[src/rtl/warp_generator_pkg.sv]
// Shared types and parameters for the warp generator front end.
//   kernel_t         : warp descriptor handed to warp_dispatcher
//   gen_state_e      : splitter FSM states
//   INVALID_WARP_ID  : reserved warp ID, never issued by the generator
package warp_generator_pkg;

    localparam int unsigned NUM_SIMD_CORES  = 4;
    localparam int unsigned LOG2_SIMD_CORES = $clog2(NUM_SIMD_CORES);
    localparam int unsigned WARP_SIZE       = 32;
    localparam int unsigned THREADS_W       = 16;
    localparam int unsigned PC_W            = 32;
    localparam int unsigned WARP_ID_W       = 5;

    localparam logic [WARP_ID_W-1:0] INVALID_WARP_ID = '1;

    typedef struct packed {
        logic [THREADS_W-1:0] thread_count;
        logic [PC_W-1:0]      start_pc;
        logic [WARP_ID_W-1:0] warp_id;
    } kernel_t;

    typedef enum logic [0:0] {
        StIdle,
        StSplit
    } gen_state_e;

endpackage

[src/rtl/warp_generator_launch_fifo.sv]
// Synchronous launch-descriptor FIFO.
//   clk, rst_n       : clock, asynchronous active-low reset
//   push, push_data  : write request and entry (ignored when full)
//   pop, pop_data    : read request (ignored when empty) and current head
//   full, empty      : occupancy flags
// Pointers carry one extra wrap bit so full and empty are distinguishable.
module warp_generator_launch_fifo #(
    parameter int unsigned WIDTH = 48,
    parameter int unsigned DEPTH = 4
) (
    input  logic             clk,
    input  logic             rst_n,
    input  logic             push,
    input  logic [WIDTH-1:0] push_data,
    input  logic             pop,
    output logic [WIDTH-1:0] pop_data,
    output logic             full,
    output logic             empty
);

    localparam int unsigned AW = $clog2(DEPTH);

    logic [AW:0]      wr_ptr_q, rd_ptr_q;
    logic [WIDTH-1:0] mem_q [DEPTH];

    assign empty    = (wr_ptr_q == rd_ptr_q);
    assign full     = (wr_ptr_q[AW] != rd_ptr_q[AW]) &&
                      (wr_ptr_q[AW-1:0] == rd_ptr_q[AW-1:0]);
    assign pop_data = mem_q[rd_ptr_q[AW-1:0]];

    always_ff @(posedge clk or negedge rst_n) begin
        if (!rst_n) begin
            wr_ptr_q <= '0;
            rd_ptr_q <= '0;
        end else begin
            if (push && !full) begin
                wr_ptr_q <= wr_ptr_q + (AW+1)'(1);
            end
            if (pop && !empty) begin
                rd_ptr_q <= rd_ptr_q + (AW+1)'(1);
            end
        end
    end

    // Storage needs no reset: entries are only read once the pointers say so.
    always_ff @(posedge clk) begin
        if (push && !full) begin
            mem_q[wr_ptr_q[AW-1:0]] <= push_data;
        end
    end

endmodule

[src/rtl/warp_generator.sv]
// Splits buffered kernel launches into warps for warp_dispatcher.
//   clk, rst_n                          : clock, asynchronous active-low reset
//   launch_valid/threads/pc/ready       : launch descriptor handshake
//   simd_freed                          : one pulse per SIMD core returned
//   valid_kernel, kernel_out            : registered one-cycle warp pulse + descriptor
//   credits                             : free SIMD core count
//   busy                                : splitting or launches pending
module warp_generator #(
    parameter int unsigned WARP_SIZE      = 32,
    parameter int unsigned NUM_SIMD_CORES = 4,
    parameter int unsigned LAUNCH_DEPTH   = 4,
    parameter int unsigned THREADS_W      = 16
) (
    input  logic                                   clk,
    input  logic                                   rst_n,
    input  logic                                   launch_valid,
    input  logic [THREADS_W-1:0]                   launch_threads,
    input  logic [warp_generator_pkg::PC_W-1:0]    launch_pc,
    output logic                                   launch_ready,
    input  logic                                   simd_freed,
    output logic                                   valid_kernel,
    output warp_generator_pkg::kernel_t            kernel_out,
    output logic [$clog2(NUM_SIMD_CORES):0]        credits,
    output logic                                   busy
);

    import warp_generator_pkg::*;

    localparam int unsigned CREDIT_W = $clog2(NUM_SIMD_CORES) + 1;
    localparam int unsigned ENTRY_W  = THREADS_W + PC_W;

    logic                 fifo_full, fifo_empty, push, pop;
    logic [ENTRY_W-1:0]   fifo_head;

    gen_state_e           state_q, state_d;
    logic [THREADS_W-1:0] remaining_q, remaining_d, thread_cnt;
    logic [PC_W-1:0]      cur_pc_q, cur_pc_d;
    logic [CREDIT_W-1:0]  credits_q, credits_d;
    logic [WARP_ID_W-1:0] next_id_q, next_id_d, next_id_inc;
    logic                 valid_q, emit;
    kernel_t              kernel_q, kernel_d;

    // Zero-thread launches complete the handshake but are never stored.
    assign launch_ready = !fifo_full;
    assign push         = launch_valid && launch_ready && (launch_threads != '0);

    warp_generator_launch_fifo #(
        .WIDTH (ENTRY_W),
        .DEPTH (LAUNCH_DEPTH)
    ) u_launch_fifo (
        .clk       (clk),
        .rst_n     (rst_n),
        .push      (push),
        .push_data ({launch_threads, launch_pc}),
        .pop       (pop),
        .pop_data  (fifo_head),
        .full      (fifo_full),
        .empty     (fifo_empty)
    );

    always_comb begin
        state_d     = state_q;
        remaining_d = remaining_q;
        cur_pc_d    = cur_pc_q;
        pop         = 1'b0;
        emit        = 1'b0;
        thread_cnt  = (remaining_q < THREADS_W'(WARP_SIZE)) ? remaining_q
                                                            : THREADS_W'(WARP_SIZE);
        unique case (state_q)
            StIdle: begin
                if (!fifo_empty) begin
                    pop         = 1'b1;
                    remaining_d = fifo_head[ENTRY_W-1:PC_W];
                    cur_pc_d    = fifo_head[PC_W-1:0];
                    state_d     = StSplit;
                end
            end
            StSplit: begin
                if (credits_q != '0) begin
                    emit        = 1'b1;
                    remaining_d = remaining_q - thread_cnt;
                    if (remaining_d == '0) begin
                        state_d = StIdle;
                    end
                end
            end
            default: state_d = StIdle;
        endcase
    end

    // Warp IDs skip the reserved all-ones value.
    assign next_id_inc = next_id_q + WARP_ID_W'(1);

    always_comb begin
        next_id_d = next_id_q;
        kernel_d  = kernel_q;
        if (emit) begin
            next_id_d             = (next_id_inc == INVALID_WARP_ID) ? '0 : next_id_inc;
            kernel_d.thread_count = thread_cnt;
            kernel_d.start_pc     = cur_pc_q;
            kernel_d.warp_id      = next_id_q;
        end
    end

    // A free in the same cycle as an emit cancels out; frees beyond the
    // core count are dropped.
    always_comb begin
        credits_d = credits_q;
        if (emit && !simd_freed) begin
            credits_d = credits_q - CREDIT_W'(1);
        end else if (!emit && simd_freed && (credits_q != CREDIT_W'(NUM_SIMD_CORES))) begin
            credits_d = credits_q + CREDIT_W'(1);
        end
    end

    always_ff @(posedge clk or negedge rst_n) begin
        if (!rst_n) begin
            state_q     <= StIdle;
            remaining_q <= '0;
            cur_pc_q    <= '0;
            credits_q   <= CREDIT_W'(NUM_SIMD_CORES);
            next_id_q   <= '0;
            valid_q     <= 1'b0;
            kernel_q    <= '{thread_count: '0, start_pc: '0, warp_id: INVALID_WARP_ID};
        end else begin
            state_q     <= state_d;
            remaining_q <= remaining_d;
            cur_pc_q    <= cur_pc_d;
            credits_q   <= credits_d;
            next_id_q   <= next_id_d;
            valid_q     <= emit;
            kernel_q    <= kernel_d;
        end
    end

    assign valid_kernel = valid_q;
    assign kernel_out   = kernel_q;
    assign credits      = credits_q;
    assign busy         = (state_q == StSplit) || !fifo_empty;

endmodule

[config.mk]
export PLATFORM = sky130hd
export DESIGN_NAME = warp_generator
export DESIGN_NICKNAME = d
export VERILOG_FILES = /design/src/rtl/warp_generator_pkg.sv /design/src/rtl/warp_generator_launch_fifo.sv /design/src/rtl/warp_generator.sv
export SDC_FILE = /design/constraint.sdc
export NUM_CORES = 1
export LEC_CHECK = 0
export CAP_MARGIN = 10
export CELL_PAD_IN_SITES_DETAIL_PLACEMENT = 0
export CELL_PAD_IN_SITES_GLOBAL_PLACEMENT = 1
export CORE_MARGIN = 8
export CORE_UTILIZATION = 42
export CTS_BUF_LIST = sky130_fd_sc_hd__clkbuf_16
export CTS_CLUSTER_SIZE = 30
export DETAILED_ROUTE_END_ITERATION = 16
export PLACE_DENSITY = 0.73
export RECOVER_POWER = 100
export SKIP_CTS_REPAIR_TIMING = 1
export SYNTH_ARGS = -nofsm -noshare
export SYNTH_HDL_FRONTEND = slang
export SYNTH_SLANG_ARGS = --single-unit
[constraint.sdc]
create_clock -name clk -period 5.9 [get_ports clk]
set_input_delay 1.18 -clock clk [delete_from_list [all_inputs] [get_ports clk]]
set_output_delay 1.18 -clock clk [all_outputs]
set_load 0.05 [all_outputs]
Yosys cells after proc, flatten, opt, wreduce, memory -nomap -nowiden
Memory sizes are Yosys's and may differ from the RTL's. Cells that the tools add are included.

Add/subtract/negate cells: 6. $lt $le $gt $ge: 1. Eq/ne operators: 7. Multiplexer cells: 16. Bitwise operators: 2. Reductions and logical operators: 19.

Operators with widths (count): $mux 16 (3); $pmux 16 s2 (1); $logic_not 16->1 (1); $lt 16x6->1 const B (1); $reduce_bool 16->1 (1); $sub 16x16->16 (1); $add 3x1->3 const B (3); $logic_and 1x1->1 (8); $mux 1 (8); $mux 3 (2); $add 5x1->5 const B (1); $eq 5x5->1 const B (1); $mux 5 (1); $logic_not 1->1 (4); $reduce_and 2->1 (2); $eq 3x3->1 (1); $ne 3x3->1 const B (1); $reduce_bool 3->1 (1); $sub 3x1->3 const B (1); $eq 2x2->1 (1); $ne 2x1->1 const B (1); $ne 2x2->1 const B (1); $not 1->1 (2); $pmux 1 s2 (1); 3 further kinds (3).

Flip-flop bits (word level): 117. Bits in writable memories: 192. Bits of input ports: 52. Output and inout bits: 59. Word-level logic and storage cells: 63. Memories: 1.

Memories: u_launch_fifo.mem_q (depth 4, width 48, rd ports 1, clocked after memory_dff 0, write ports 1, RTL line warp_generator_launch_fifo.sv:24) `logic [WIDTH-1:0] mem_q [DEPTH];`.

Longest topological paths before layout
Depth after elaboration: 8. Mapped depth: 10. Mapped depth without buffers: 9.

Hierarchy
Synthesis repeated with hierarchy kept, for this count alone.

Cells, all modules: 843. Area total of the unflattened synthesis: 12305.6 sq um.

By module, submodules not included: warp_generator_launch_fifo (instances 1, cells each 300, area an instance 7405.9 sq um, seq. area each 5915.7 sq um); warp_generator (instances 1, cells each 543, area an instance 4899.7 sq um, seq. area each 2785.2 sq um).

Worst setup path before layout
Ideal clock, no wire load.

Path type: input -> register. From: input launch_threads[0]. To: memory u_launch_fifo.mem_q[3][0] (enable). Library setup time: 0.412 ns. Data arrival time: 2.841 ns. Path slack: 2.647 ns. Stages on the path: 5. Cell sequence: nor4_1 nand4_1 and3_1 clkbuf_1 and2_1.

Word-level cells in the longest chain between the ends: 5.

RTL lines: start: declaration (RTL line warp_generator.sv:17) `input logic [THREADS_W-1:0] launch_threads,`; $reduce_bool 16->1 (RTL line warp_generator.sv:45) `assign push = launch_valid && launch_ready && (launch_threads != '0);`; $logic_and 1x1->1 (RTL line warp_generator.sv:45); $logic_and 1x1->1 (RTL line warp_generator_launch_fifo.sv:47) `if (push && !full) begin`; $mux 1 (RTL line warp_generator_launch_fifo.sv:47); $mux 1 (implied by the code) (RTL line warp_generator_launch_fifo.sv:48) `mem_q[wr_ptr_q[AW-1:0]] <= push_data;`; end: declaration (RTL line warp_generator_launch_fifo.sv:24).

Every way passes these cells.

Worst setup path in the final report
From: register state_q. To: register remaining_q[5].

Word-level cells in the longest chain between the ends: 3.

RTL lines: start: declaration (RTL line warp_generator.sv:35) `gen_state_e state_q, state_d;`; start signal: assignment (RTL line warp_generator.sv:118) `state_q <= StIdle;`; start signal: assignment (RTL line warp_generator.sv:126) `state_q <= state_d;`; $not 1->1 (no line); $ne 2x2->1 (no line); $reduce_and 2->1 (no line); end signal: assignment (RTL line warp_generator.sv:127) `remaining_q <= remaining_d;`; end: declaration (RTL line warp_generator.sv:36) `logic [THREADS_W-1:0] remaining_q, remaining_d, thread_cnt;`.

Several ways; a longest one is shown, not always the timed one. A chain may end at the register's enable or synchronous reset.

==> flow_summary_export.csv <==
group,metric,value,unit
floorplan,dieWidth,187,µm
floorplan,die_h,187,µm
logic_synthesis,async_flop_share,0.379,
floorplan,coreArea,28800,µm²
clock_tree,numCtsBuffers,31,
logic_synthesis,muxShareOfSynthArea,0.123,
sta,hold_violations,0,
power_and_ir_drop,cellPowerDensity,399,nW/µm²
clock_tree,h-tree-depth,1,
worst_setup_path,path_max_fanout,65,
route,num_vias,6686,
min_path,hold_path_depth,2,
min_path,hold_end,"kernel_out[1]",
layout,drive_above_1_share,0.172,
floorplan,num_rows,62,
route,routed_wl,25000,µm
placement,dp_cells,1243,
status,violations,"max-capacitance violations, max-slew violations",
power_and_ir_drop,p_leak,5.78,nW
worst_setup_path,cp_data_arrival_time,4.83,ns
global_route,grt_max_degree,66,
route,vias_per_cell,5.14,
layout,fin_nets,953,
logic_synthesis,synth-seq-area-share,0.708,
flow_run,cap_violations,3,
logic_synthesis,syn-num-nets,839,
worst_setup_path,cp-start-kind,"register",
placement,gp_congestion,0.791,
global_route,grt-ovfl-total,0,
clock_tree,clk_latency,0.56,ns
worst_setup_path,crit_path_start,"state_q",
logic_synthesis,synth.cell_area,12300,µm²
clock_tree,cts.reportedPaths.clkPinSlew,0.06,ns
worst_setup_path,critPathRequiredTime,6.35,ns
sta,drv_slew,136,
logic_synthesis,synth_compound_area_frac,0.0474,
status,outcome,"complete, but fails checks",
clock_tree,cts_tree,"yes",
route,drc,0,
sta,tightestPinTransition,2.91,ns
layout,multi_input_area,3370,µm²
logic_synthesis,synth_cells,778,
worst_setup_path,r2r_cells,7,
route,dr.pass1.iters,4,
route,drt-initial-drc-count,336,
clock_tree,cts-root-buf,"clkbuf_16",
logic_synthesis,syn_avg_cell_area,15.8,µm²
worst_setup_path,worstSetupEndpointType,"register",
min_path,hold_start,"kernel_out[1]",
placement,dp.final_hpwl,15900,µm
logic_synthesis,synthXorXnorAreaFrac,0.00713,
sta,layout_min_cycle_time,4.38,ns
sta,slew_headroom,-0.941,
layout,syn_to_final_growth,19.9,%
global_route,grt_pass1_vias,7041,
logic_synthesis,synth_top_family_by_area,"multiplexers",
layout,instances_no_fill,1301,
worst_setup_path,crit_type,"reg -> reg",
logic_synthesis,synth_edf_count,192,
sta,grt_setup_unrepaired,"no",
placement,port_buffers,110,
logic_synthesis,synth_warnings,0,
route,routedWlPerCell,19.2,µm
clock_tree,ctsLongestPathBuffers,3,
floorplan,io_pins,111,
worst_setup_path,r2r_start,"state_q",
placement,dpl_worst_slack,2.10,ns
power_and_ir_drop,vdd_ir_drop_max,0.315,mV
sta,tns,0,ns
layout,fillCellCount,2371,
floorplan,initial_core_util,0.427,
sta,fin_ws,1.52,ns
global_route,antenna_found_initial,4,
logic_synthesis,yosys.area_share.adder,0.00977,
logic_synthesis,synth_ff_type,"edfxtp_1",
clock_tree,cts.sinks,309,
logic_synthesis,synth_cell_types,69,
logic_synthesis,synth-seq-cells,309,
layout,antenna_cells,0,
global_route,grt_usage,0.142,
worst_setup_path,reg2reg_to,"remaining_q[5]",
floorplan,die_area,35000,µm²
worst_setup_path,rrSetupSlack,1.52,ns
layout,seq_area,8700,µm²
sta,finClkSkew,0.0140,ns
route,ant_nets,0,
logic_synthesis,synthSimpleGateAreaFrac,0.0841,
sta,setup_viol,0,
global_route,grt_pass1_wl,40200,µm
sta,max_freq,228,MHz
min_path,min_path_type,"reg -> reg",
sta,fin_crit_sh,0.742,
[how the worst max path moves through the flow]
stage | endpoint | slack, ns | depth (start not counted)
after floorplan | u_launch_fifo.mem_q[3][0] | 2.65 | 5
after global placement | u_launch_fifo.wr_ptr_q[2] | 2.16 | 7
after detailed placement | u_launch_fifo.wr_ptr_q[2] | 2.10 | 7
after CTS | busy | 2.00 | 5
after global routing | remaining_q[0] | 1.13 | 7
final | remaining_q[5] | 1.52 | 7
[layout by cell type, fill, tap and decap left out, types with 6 or more instances in the layout]
cell	instances
nor4_1	6
inv_1	27
ha_1	8
nor3_1	6
o21ai_0	24
nand2_1	145
dfrtp_1	110
nor2_1	16
a21oi_1	11
dlygate4sd3_1	107
mux2_2	33
clkbuf_16	31
mux4_2	48
edfxtp_1	192
xnor2_1	6
dfstp_2	6
and2_0	9
[through the flow]
| step | power [mW] | cell area (µm²) | hold WS [ns] | utilization |
|---|---|---|---|---|
| floorplan | 3.74 | 12300 | 0.435 | - |
| detailed placement | 4.15 | 13800 | 0.449 | 0.480 |
| CTS | 5.97 | 14800 | 0.459 | 0.513 |
| finish | 5.88 | 14700 | 0.454 | 0.512 |
| global route | 6.17 | 14700 | 0.483 | 0.512 |
| global placement | 4.12 | 13800 | 0.448 | 0.480 |
[routing by layer]
layer,GRT usage,vias to the layer above,part of all wire
li1,-,3139,-
met1,0.189,3367,0.46
met2,0.238,134,0.48
met3,0.0274,40,0.038
met4,0.0339,6,0.021
met5,0,-,0.0012
[cell type report]
class,instances,area share
multi-input cells,413,0.229
clock inverters,27,0.0122
clock buffers,31,0.0526
well taps,384,0.0326
flip-flops and latches,309,0.591
repair buffers,120,0.0788
inverters,17,0.00433
[cells by family after synthesis]
logic type	Yosys count
muxes	87
AOI/OAI and AO/OA	86
adders and majority gates	9
xor gates and xnor gates	10
and+or+nand+nor	220
DFF	309
buffers and inverters	56
other	1
[critical path, stage by stage, from the launching register on]
cell      delay, ns
dfrtp_1        0.43
clkbuf_1       1.24
o31ai_4        0.14
buf_4          0.39
inv_2          0.77
or2_0          0.81
o221ai_1       0.27
o21a_1         0.17
[cells in the mapped netlist, types with 4 or more instances]
library cell | n | area share
buf_1 | 4 | 0.0012
mux4_2 | 48 | 0.088
o211ai_1 | 5 | 0.0031
and2_1 | 14 | 0.0071
o22ai_1 | 5 | 0.0025
edfxtp_1 | 192 | 0.47
buf_2 | 10 | 0.0041
nor4_1 | 6 | 0.0031
clkbuf_1 | 20 | 0.0061
nand3_1 | 4 | 0.0016
nand2_1 | 145 | 0.044
mux2_2 | 33 | 0.030
dfstp_2 | 6 | 0.013
a31oi_1 | 6 | 0.0031
mux2i_1 | 5 | 0.0041
o31ai_1 | 4 | 0.0024
nor3_1 | 6 | 0.0024
a21oi_1 | 11 | 0.0045
inv_1 | 17 | 0.0052
o21ai_0 | 22 | 0.0090
xor2_1 | 4 | 0.0029
nor2_1 | 16 | 0.0049
dfrtp_1 | 111 | 0.23
ha_1 | 8 | 0.0081
buf_4 | 4 | 0.0024
xnor2_1 | 6 | 0.0043
a22o_1 | 4 | 0.0029
[report_power, final]
group	total [mW]	switching [mW]	internal [mW]	leakage (nW)
Clock	1.82	0.811	1.00	0.494
Sequential	2.94	0.218	2.72	3.30
Combinational	1.13	0.741	0.384	1.99
Total	5.88	1.77	4.11	5.78
[state kept, by name, summed over array words and instances (netlist names)]
name                    flops
credits                     3
cur_pc_q                   32
kernel_out                 53
next_id_q                   5
remaining_q                16
state_q                     1
u_launch_fifo.mem_q       192
u_launch_fifo.rd_ptr_q      3
u_launch_fifo.wr_ptr_q      3
valid_kernel                1
Power figures use the tool's default switching activity.
